===== src/rtl/puf_pkg.sv =====
// Shared types and widths for the arbiter-PUF challenge sequencer.
package puf_pkg;
    localparam int PUF_BYTE_W = 8;
    localparam int VOTE_CNT_W = 4;

    typedef enum logic [2:0] {
        ST_IDLE,
        ST_ARM,
        ST_LAUNCH,
        ST_SETTLE,
        ST_SAMPLE,
        ST_VOTE,
        ST_EMIT,
        ST_FIN
    } state_t;
endpackage


===== src/rtl/puf_resp_sync.sv =====
// Two-flop synchronizer bringing the asynchronous arbiter response into the clk domain.
module puf_resp_sync
    import puf_pkg::*;
(
    input  logic clk,
    input  logic rst,
    input  logic d,
    output logic q
);
    logic meta;

    always_ff @(posedge clk) begin
        if (rst) begin
            meta <= 1'b0;
            q    <= 1'b0;
        end else begin
            meta <= d;
            q    <= meta;
        end
    end
endmodule


===== src/rtl/puf_challenge_sequencer.sv =====
// Sweeps every challenge, majority-votes repeated arbiter races and streams packed bytes
// out on a valid/ready port while counting non-unanimous challenges.
module puf_challenge_sequencer
    import puf_pkg::*;
#(
    parameter int CH_W       = 8,
    parameter int SETTLE_CYC = 16,
    parameter int VOTES      = 5
) (
    input  logic                  clk,
    input  logic                  rst,
    input  logic                  start,
    output logic [CH_W-1:0]       puf_ch,
    output logic                  puf_rst,
    output logic                  puf_launch,
    input  logic                  puf_resp,
    output logic [PUF_BYTE_W-1:0] resp_byte,
    output logic                  resp_valid,
    input  logic                  resp_ready,
    output logic                  busy,
    output logic                  done,
    output logic [CH_W:0]         unstable_cnt
);
    localparam int SET_W = $clog2(SETTLE_CYC);
    localparam logic [SET_W-1:0]      SETTLE_LAST = SET_W'(SETTLE_CYC - 2);
    localparam logic [VOTE_CNT_W-1:0] VOTES_N     = VOTE_CNT_W'(VOTES);
    localparam logic [VOTE_CNT_W-1:0] VOTES_HALF  = VOTE_CNT_W'(VOTES / 2);
    localparam logic [CH_W:0]         UNST_MAX    = {1'b1, {CH_W{1'b0}}};
    localparam logic [CH_W-1:0]       CH_LAST     = {CH_W{1'b1}};

    // Output handshake: a byte transfers on every rising edge where resp_valid && resp_ready;
    // resp_byte is held constant from the rise of resp_valid until that edge.

    state_t                  state;
    state_t                  state_next;
    logic                    sync_resp;
    logic [SET_W-1:0]        settle_cnt;
    logic [VOTE_CNT_W-1:0]   ones;
    logic [VOTE_CNT_W-1:0]   evals;
    logic [PUF_BYTE_W-1:0]   pack;
    logic [PUF_BYTE_W-1:0]   pack_next;
    logic                    voted_bit;
    logic                    handshake;
    logic                    byte_full;

    puf_resp_sync u_sync (
        .clk (clk),
        .rst (rst),
        .d   (puf_resp),
        .q   (sync_resp)
    );

    always_comb begin
        voted_bit = (ones > VOTES_HALF);
        pack_next = pack;
        pack_next[puf_ch[2:0]] = voted_bit;
        handshake = resp_valid && resp_ready;
        byte_full = (puf_ch[2:0] == 3'd7);
    end

    always_ff @(posedge clk) begin
        if (rst) state <= ST_IDLE;
        else     state <= state_next;
    end

    always_comb begin
        state_next = state;
        puf_rst    = 1'b0;
        puf_launch = 1'b0;
        done       = 1'b0;
        case (state)
            ST_IDLE: begin
                puf_rst = 1'b1;
                if (start) state_next = ST_ARM;
            end
            ST_ARM: begin
                puf_rst    = 1'b1;
                state_next = ST_LAUNCH;
            end
            ST_LAUNCH: begin
                puf_launch = 1'b1;
                state_next = ST_SETTLE;
            end
            ST_SETTLE: if (settle_cnt == SETTLE_LAST) state_next = ST_SAMPLE;
            ST_SAMPLE: state_next = (evals < VOTES_N - 1'b1) ? ST_ARM : ST_VOTE;
            ST_VOTE:   state_next = byte_full ? ST_EMIT : ST_ARM;
            ST_EMIT:   if (handshake) state_next = (puf_ch == CH_LAST) ? ST_FIN : ST_ARM;
            ST_FIN: begin
                puf_rst    = 1'b1;
                done       = 1'b1;
                state_next = ST_IDLE;
            end
            default:   state_next = ST_IDLE;
        endcase
    end

    always_ff @(posedge clk) begin
        if (rst) begin
            puf_ch       <= '0;
            resp_byte    <= '0;
            resp_valid   <= 1'b0;
            busy         <= 1'b0;
            unstable_cnt <= '0;
            settle_cnt   <= '0;
            ones         <= '0;
            evals        <= '0;
            pack         <= '0;
        end else begin
            case (state)
                ST_IDLE: if (start) begin
                    puf_ch       <= '0;
                    unstable_cnt <= '0;
                    pack         <= '0;
                    busy         <= 1'b1;
                end
                ST_LAUNCH: settle_cnt <= '0;
                ST_SETTLE: settle_cnt <= settle_cnt + 1'b1;
                ST_SAMPLE: begin
                    ones  <= ones + {{(VOTE_CNT_W-1){1'b0}}, sync_resp};
                    evals <= evals + 1'b1;
                end
                ST_VOTE: begin
                    pack  <= pack_next;
                    ones  <= '0;
                    evals <= '0;
                    if (ones != '0 && ones != VOTES_N && unstable_cnt != UNST_MAX)
                        unstable_cnt <= unstable_cnt + 1'b1;
                    // Byte is complete once the bit at position 7 lands; hand it out directly.
                    if (byte_full) begin
                        resp_byte  <= pack_next;
                        resp_valid <= 1'b1;
                    end else begin
                        puf_ch <= puf_ch + 1'b1;
                    end
                end
                ST_EMIT: if (handshake) begin
                    resp_valid <= 1'b0;
                    if (puf_ch != CH_LAST) puf_ch <= puf_ch + 1'b1;
                end
                ST_FIN: busy <= 1'b0;
                default: ;
            endcase
        end
    end
endmodule


===== config.mk =====
export PLATFORM = sky130hd
export DESIGN_NAME = puf_challenge_sequencer
export DESIGN_NICKNAME = d
export VERILOG_FILES = /design/src/rtl/puf_pkg.sv /design/src/rtl/puf_resp_sync.sv /design/src/rtl/puf_challenge_sequencer.sv
export SDC_FILE = /design/constraint.sdc
export NUM_CORES = 1
export LEC_CHECK = 0
export BUFFER_PORTS_ARGS = -buffer_cell sky130_fd_sc_hd__buf_4
export CORE_UTILIZATION = 40
export DETAILED_ROUTE_END_ITERATION = 8
export PLACE_DENSITY = 0.59
export SYNTH_ARGS = -nofsm -noshare
export SYNTH_HDL_FRONTEND = slang
export SYNTH_SLANG_ARGS = --single-unit

===== constraint.sdc =====
create_clock -name clk -period 1.95 [get_ports clk]
set_input_delay 0.39 -clock clk [delete_from_list [all_inputs] [get_ports clk]]
set_output_delay 0.39 -clock clk [all_outputs]
set_load 0.005 [all_outputs]

After elaboration in Yosys (flattened, before gate mapping)
Index checks and enable logic that the tools add are counted.

storage, ports and cells
  logic and storage cells = 91
  flip-flop bits (word level) = 52
  input bits = 5

operators by class
  equality and inequality tests = 20
  $lt $le $gt $ge = 4
  add/sub/neg operators = 5
  mux-type cells = 30
  reduce and logical (&&, ||, !) cells = 20

operators by type and width
  cell                                                                    count
  8-bit two-way mux                                                       4
  3-bit one-hot mux with 8 select lines                                   1
  4-bit one-hot mux with 2 select lines                                   3
  8-bit one-hot mux with 3 select lines                                   1
  3-bit two-way mux                                                       6
  9-bit two-way mux                                                       2
  9-bit one-hot mux with 2 select lines                                   1
  8-bit one-hot mux with 2 select lines                                   1
  3-bit equality test (second input constant)                             5
  2-bit inequality test (second input constant)                           7
  2-bit nonzero test                                                      5
  9-bit by 1-bit adder with 9-bit output (second input constant)          1
  9-bit inequality test (second input constant)                           1
  3-bit AND reduction                                                     3
  4-bit by 1-bit adder with 4-bit output (second input constant)          2
  8-bit by 1-bit adder with 8-bit output (second input constant)          1
  8-bit bitwise mux                                                       1
  8-bit equality test (second input constant)                             1
  8-bit inequality test (second input constant)                           1
  1-bit two-way mux                                                       7
  3-bit by 2-bit equality test with 1-bit output (second input constant)  2
  2-bit AND reduction                                                     3
  5-bit AND reduction                                                     1
  4-bit by 1-bit adder with 4-bit output                                  1
  14 further kinds                                                        18

Logic depth before layout (Yosys ltp)
  depth after elaboration = 6
  depth in mapped cells = 7

Hierarchy
A second synthesis with hierarchy kept.

second synthesis, totals
  cells, all modules = 323
  area total of the unflattened synthesis = 2696.3 µm²

by module, submodules not included
  module                   cells each  times used  area an instance (µm²)  seq. area each (µm²)
  puf_challenge_sequencer  319         1           2643.8                  1001.0
  puf_resp_sync            4           1           52.6                    40.0

Worst setup path after synthesis
OpenSTA, ideal clock, no wires.

  path kind = reg-to-reg
  start point = register puf_ch[0]
  end point = register puf_ch[7]
  library setup time = 88 ps
  stages on the path, launching flop included = 7
  slack = 156 ps
  arrival = 1706 ps
  data required time = 1862 ps
  cell sequence = dfxtp_1 ha_1 ha_1 nand4b_2 o41ai_2 or3_4 o32ai_2

on the way
  word-level cells in the longest chain between the ends = 4
  elaborated cells on any way between the ends = 10
  classes of those cells = add/sub: 1; eq/ne: 4; mux: 4; reduce/logical: 1

ends and longest elaborated chain
  what                                    line                                                            source
  from (decl)                             puf_challenge_sequencer.sv:13                                   output logic [CH_W-1:0] puf_ch,
  from (signal assigned)                  puf_challenge_sequencer.sv:133                                  puf_ch <= puf_ch + 1'b1;
  from (signal assigned)                  puf_challenge_sequencer.sv:138                                  if (puf_ch != CH_LAST) puf_ch <= puf_ch + 1'b1;
  8-bit by 1-bit adder with 8-bit output  puf_challenge_sequencer.sv:133, puf_challenge_sequencer.sv:138
  8-bit two-way mux                       puf_challenge_sequencer.sv:138
  8-bit two-way mux                       puf_challenge_sequencer.sv:136                                  ST_EMIT: if (handshake) begin
  8-bit one-hot mux with 3 select lines   puf_challenge_sequencer.sv:109                                  case (state)

Parallel ways exist; a longest one is shown, timed or not. The select of a mux whose other input is x is not followed.
A chain may end at the register's enable or synchronous reset.

Worst setup path in the final report
  start point = register puf_ch[0]
  end point = register puf_ch[0]

The elaborated chain is that of the path after synthesis.

==> out/results.tsv <==
stage	metric	value	unit
synth	yosysWarnings	0	
status	outcome	finished, final reports clean	
floorplan	start_util	42.6	%
critical_path	crit_end	puf_ch[0]	
critical_path	cp.required	2.19	ns
synth	ys_seq_area_share	37.6	%
timing	whs	0.265	ns
synth	yosysTopAreaCellShare	37.6	%
critical_path	r2r_slack	0.08	ns
global_route	grt_pass1_vias	2180	
floorplan	die-area	7250	um^2
synth	synth_cell_types	52	
drt	first_pass_iters	4	
critical_path	worstPathArrival	2.11	ns
synth	synth.area.top_cells	dfxtp_1 38%, a21oi_1 5.6%, ha_1 4.1%, nand2_1 4.1%, nor2_1 4.1%	
pwr	p_switching	0.452	mW
timing	relSlewSlack	59.7	%
pwr	p_leak	1.27	nW
synth	syn-instance-count	322	
clocking	cts_hold_buf	0	
synth	avgSynthCellArea	8.59	um^2
clocking	cts_root_buffer	clkbuf_8	
critical_path	r2r-end	puf_ch[0]	
placed_design	dpl.hpwl	4.27	mm
drt	dr.first_iter.drc_count	108	
clocking	path_clk_slew	0.10	ns
placed_design	place_congestion	0.762	
clocking	clkSinkCount	52	
cells_and_area	fillers	650	
clocking	numCtsBuffers	5	
timing	clock.fmax	535	MHz
timing	finalHoldViolCount	0	
floorplan	die_h	85.1	um
drt	viasPerCell	5.39	
pwr	vdd_drop_max	0.000364	V
global_route	grt_pass1_wl	10.1	mm
floorplan	ios	35	
synth	synth_top_family_by_area	simple AND/OR/NAND/NOR gates	
placed_design	dp_slack	0.108	ns
cells_and_area	most-common-layout-cells	57 x buf_4, 50 x dfxtp_1, 31 x a21oi_1	
synth	synth_mux_area_share	3.98	%
cells_and_area	diodes	0	
drt	via_count	2387	
timing	tightest_slew	0.605	ns
worst_hold_path	hp-class	primary input to flip-flop	
synth	synthAdderAreaFrac	4.07	%
synth	synthesis.area	2770	um^2
drt	finalWirelength	5.99	mm
synth	synth_compound_area_share	18.5	%
timing	setup_viol	0	
timing	fin_setup_tns	0	ns
run	maxCapViolations	0	
global_route	grt_overflow	0	
floorplan	placementRows	29	
synth	synthFlopType	dfxtp_1	
pwr	p_total	1.88	mW
synth	synth_nets	336	
pwr	p_sw_share	24.0	%
floorplan	dieWidth	85.1	um
cells_and_area	final_common_cell	buf_4	
pwr	combPwrFrac	8.2	%
floorplan	core-area	6490	um^2
synth	synth-seq-cells	52	
critical_path	cp-end-kind	flip-flop	
critical_path	worstSetupPathType	flip-flop to flip-flop	
cells_and_area	synthToLayoutAreaGrowth	19.0	%
timing	setup_slack	0.0797	ns
pwr	pwr-share-seq	57.4	%
drt	wl_per_cell	13.5	um
synth	synthXorXnorAreaFrac	2.58	%
timing	finalCriticalPeriod	1.87	ns
critical_path	timing.rr.start	puf_ch[0]	
cells_and_area	final_nets	379	
pwr	p_int	1.43	mW
cells_and_area	drive_above_1_share	24.0	%
timing	rsz0062_at_grt	true	
clocking	cts_max_level	2	
timing	worst_clock_skew	0.00797	ns
synth	synth-simple-area-share	28.4	%
pwr	p_per_area	571	nW/um^2
timing	drv_slew	0	
synth	yosysTopAreaCell	dfxtp_1	
clocking	insertion_delay	0.31	ns
worst_hold_path	holdCritStartpoint	resp_ready	
synth	synth-edff-count	0	
global_route	grt_antenna_before_repair	0	
timing	period_share	95.9	%
critical_path	r2r_cells	7	
clocking	cts_tree	built	
global_route	track_usage	17.3	%
drt	drc_errors	0	
pwr	clockPowerShare	34.3	%
critical_path	worstSetupStartpointType	flip-flop	
critical_path	path_max_fanout	9	
critical_path	worstSetupStartpoint	puf_ch[0]	
global_route	grt_max_degree	61	
drt	postRouteAntennaNets	0	
synth	async_reset_ff_share	0	%
placed_design	port_buffers	34	
clocking	clockBufferDepth	2	
-- synth_stat cells (all sizes together) (6+ instances only) --
cell,count
nor2,30
buf,7
inv,9
and3,6
nand4,7
nand3b,9
a21oi,31
clkbuf,14
dfxtp,52
nand2,30
o32ai,6
nand3,10
nor3b,6
nor3,8
a22oi,7
a211oi,7
mux2,8
ha,9
or3,6
nand2b,8
-- cell type report --
type | instances | area, um^2 | area share (%)
repair buffers | 57 | 428 | 13.0
inverters | 9 | 33.8 | 1.03
clock inverters | 1 | 7.51 | 0.228
clock buffers | 7 | 86.3 | 2.62
flip-flops and latches | 52 | 1040 | 31.7
well taps | 77 | 96.3 | 2.93
multi-input cells | 240 | 1600 | 48.5
-- power groups by stage --
stage	Sequential, mW	Clock (mW)	Combinational (mW)
after floorplan	1.10	0	0.104
after global placement	1.10	0	0.156
after detailed placement	1.10	0	0.156
after CTS	1.08	0.672	0.157
after global routing	1.08	0.717	0.171
final	1.08	0.646	0.155
-- critical path: stages, from the launching register on --
cell and delay (ns):
dfxtp_1 0.33, ha_1 0.22, ha_1 0.23, nand4b_2 0.12
o41ai_2 0.09, buf_4 0.17, or4_1 0.50, a21oi_1 0.14
-- logic make-up (layout without fill, tap and decap cells) --
family / Yosys count / after routing
simple gates: 142 / 142
compound gates: 73 / 73
flops: 52 / 52
buf+inv: 30 / 74
mux: 10 / 10
fa+ha+maj: 9 / 9
xor+xnor: 6 / 6
-- how the worst min path moves through the flow --
stage | end | slack [ns] | cells past startpoint
floorplan | u_sync.q | 0.41 | 1
global placement | u_sync.q | 0.42 | 1
detailed placement | u_sync.q | 0.42 | 1
CTS | resp_valid | 0.26 | 2
global route | resp_valid | 0.28 | 2
finish | resp_valid | 0.26 | 2
-- sequential cells by signal (all words and copies together) (netlist names) --
| signal | cells |
|---|---|
| busy | 1 |
| settle_cnt | 4 |
| u_sync.meta | 1 |
| evals | 4 |
| unstable_cnt | 9 |
| resp_byte | 8 |
| puf_ch | 8 |
| state | 3 |
| ones | 4 |
| pack | 8 |
| u_sync.q | 1 |
| resp_valid | 1 |
-- stage by stage --
step / utilization [%] / instances / cell area, um^2
after floorplan: - / 322 / 2770
after global placement: 49.1 / 435 / 3190
after detailed placement: 49.1 / 435 / 3190
after CTS: 50.5 / 443 / 3280
after global routing: 50.7 / 443 / 3290
final: 50.7 / 443 / 3290
-- repair_timing --
item                       in CTS  in global routing
resized for setup               0                  3
hold endpoints to repair        0                  0
setup buffers                   0                  0
setup endpoints to repair       0                  4
-- metal layers --
layer	part of all wire, %	global-route usage (%)	vias up
li1	-	-	1245
met4	0.97	4.93	0
met1	50	23.4	1110
met5	0	0	-
met3	2.5	3.31	7
met2	47	28.1	25
Power figures use the tool's default switching activity.
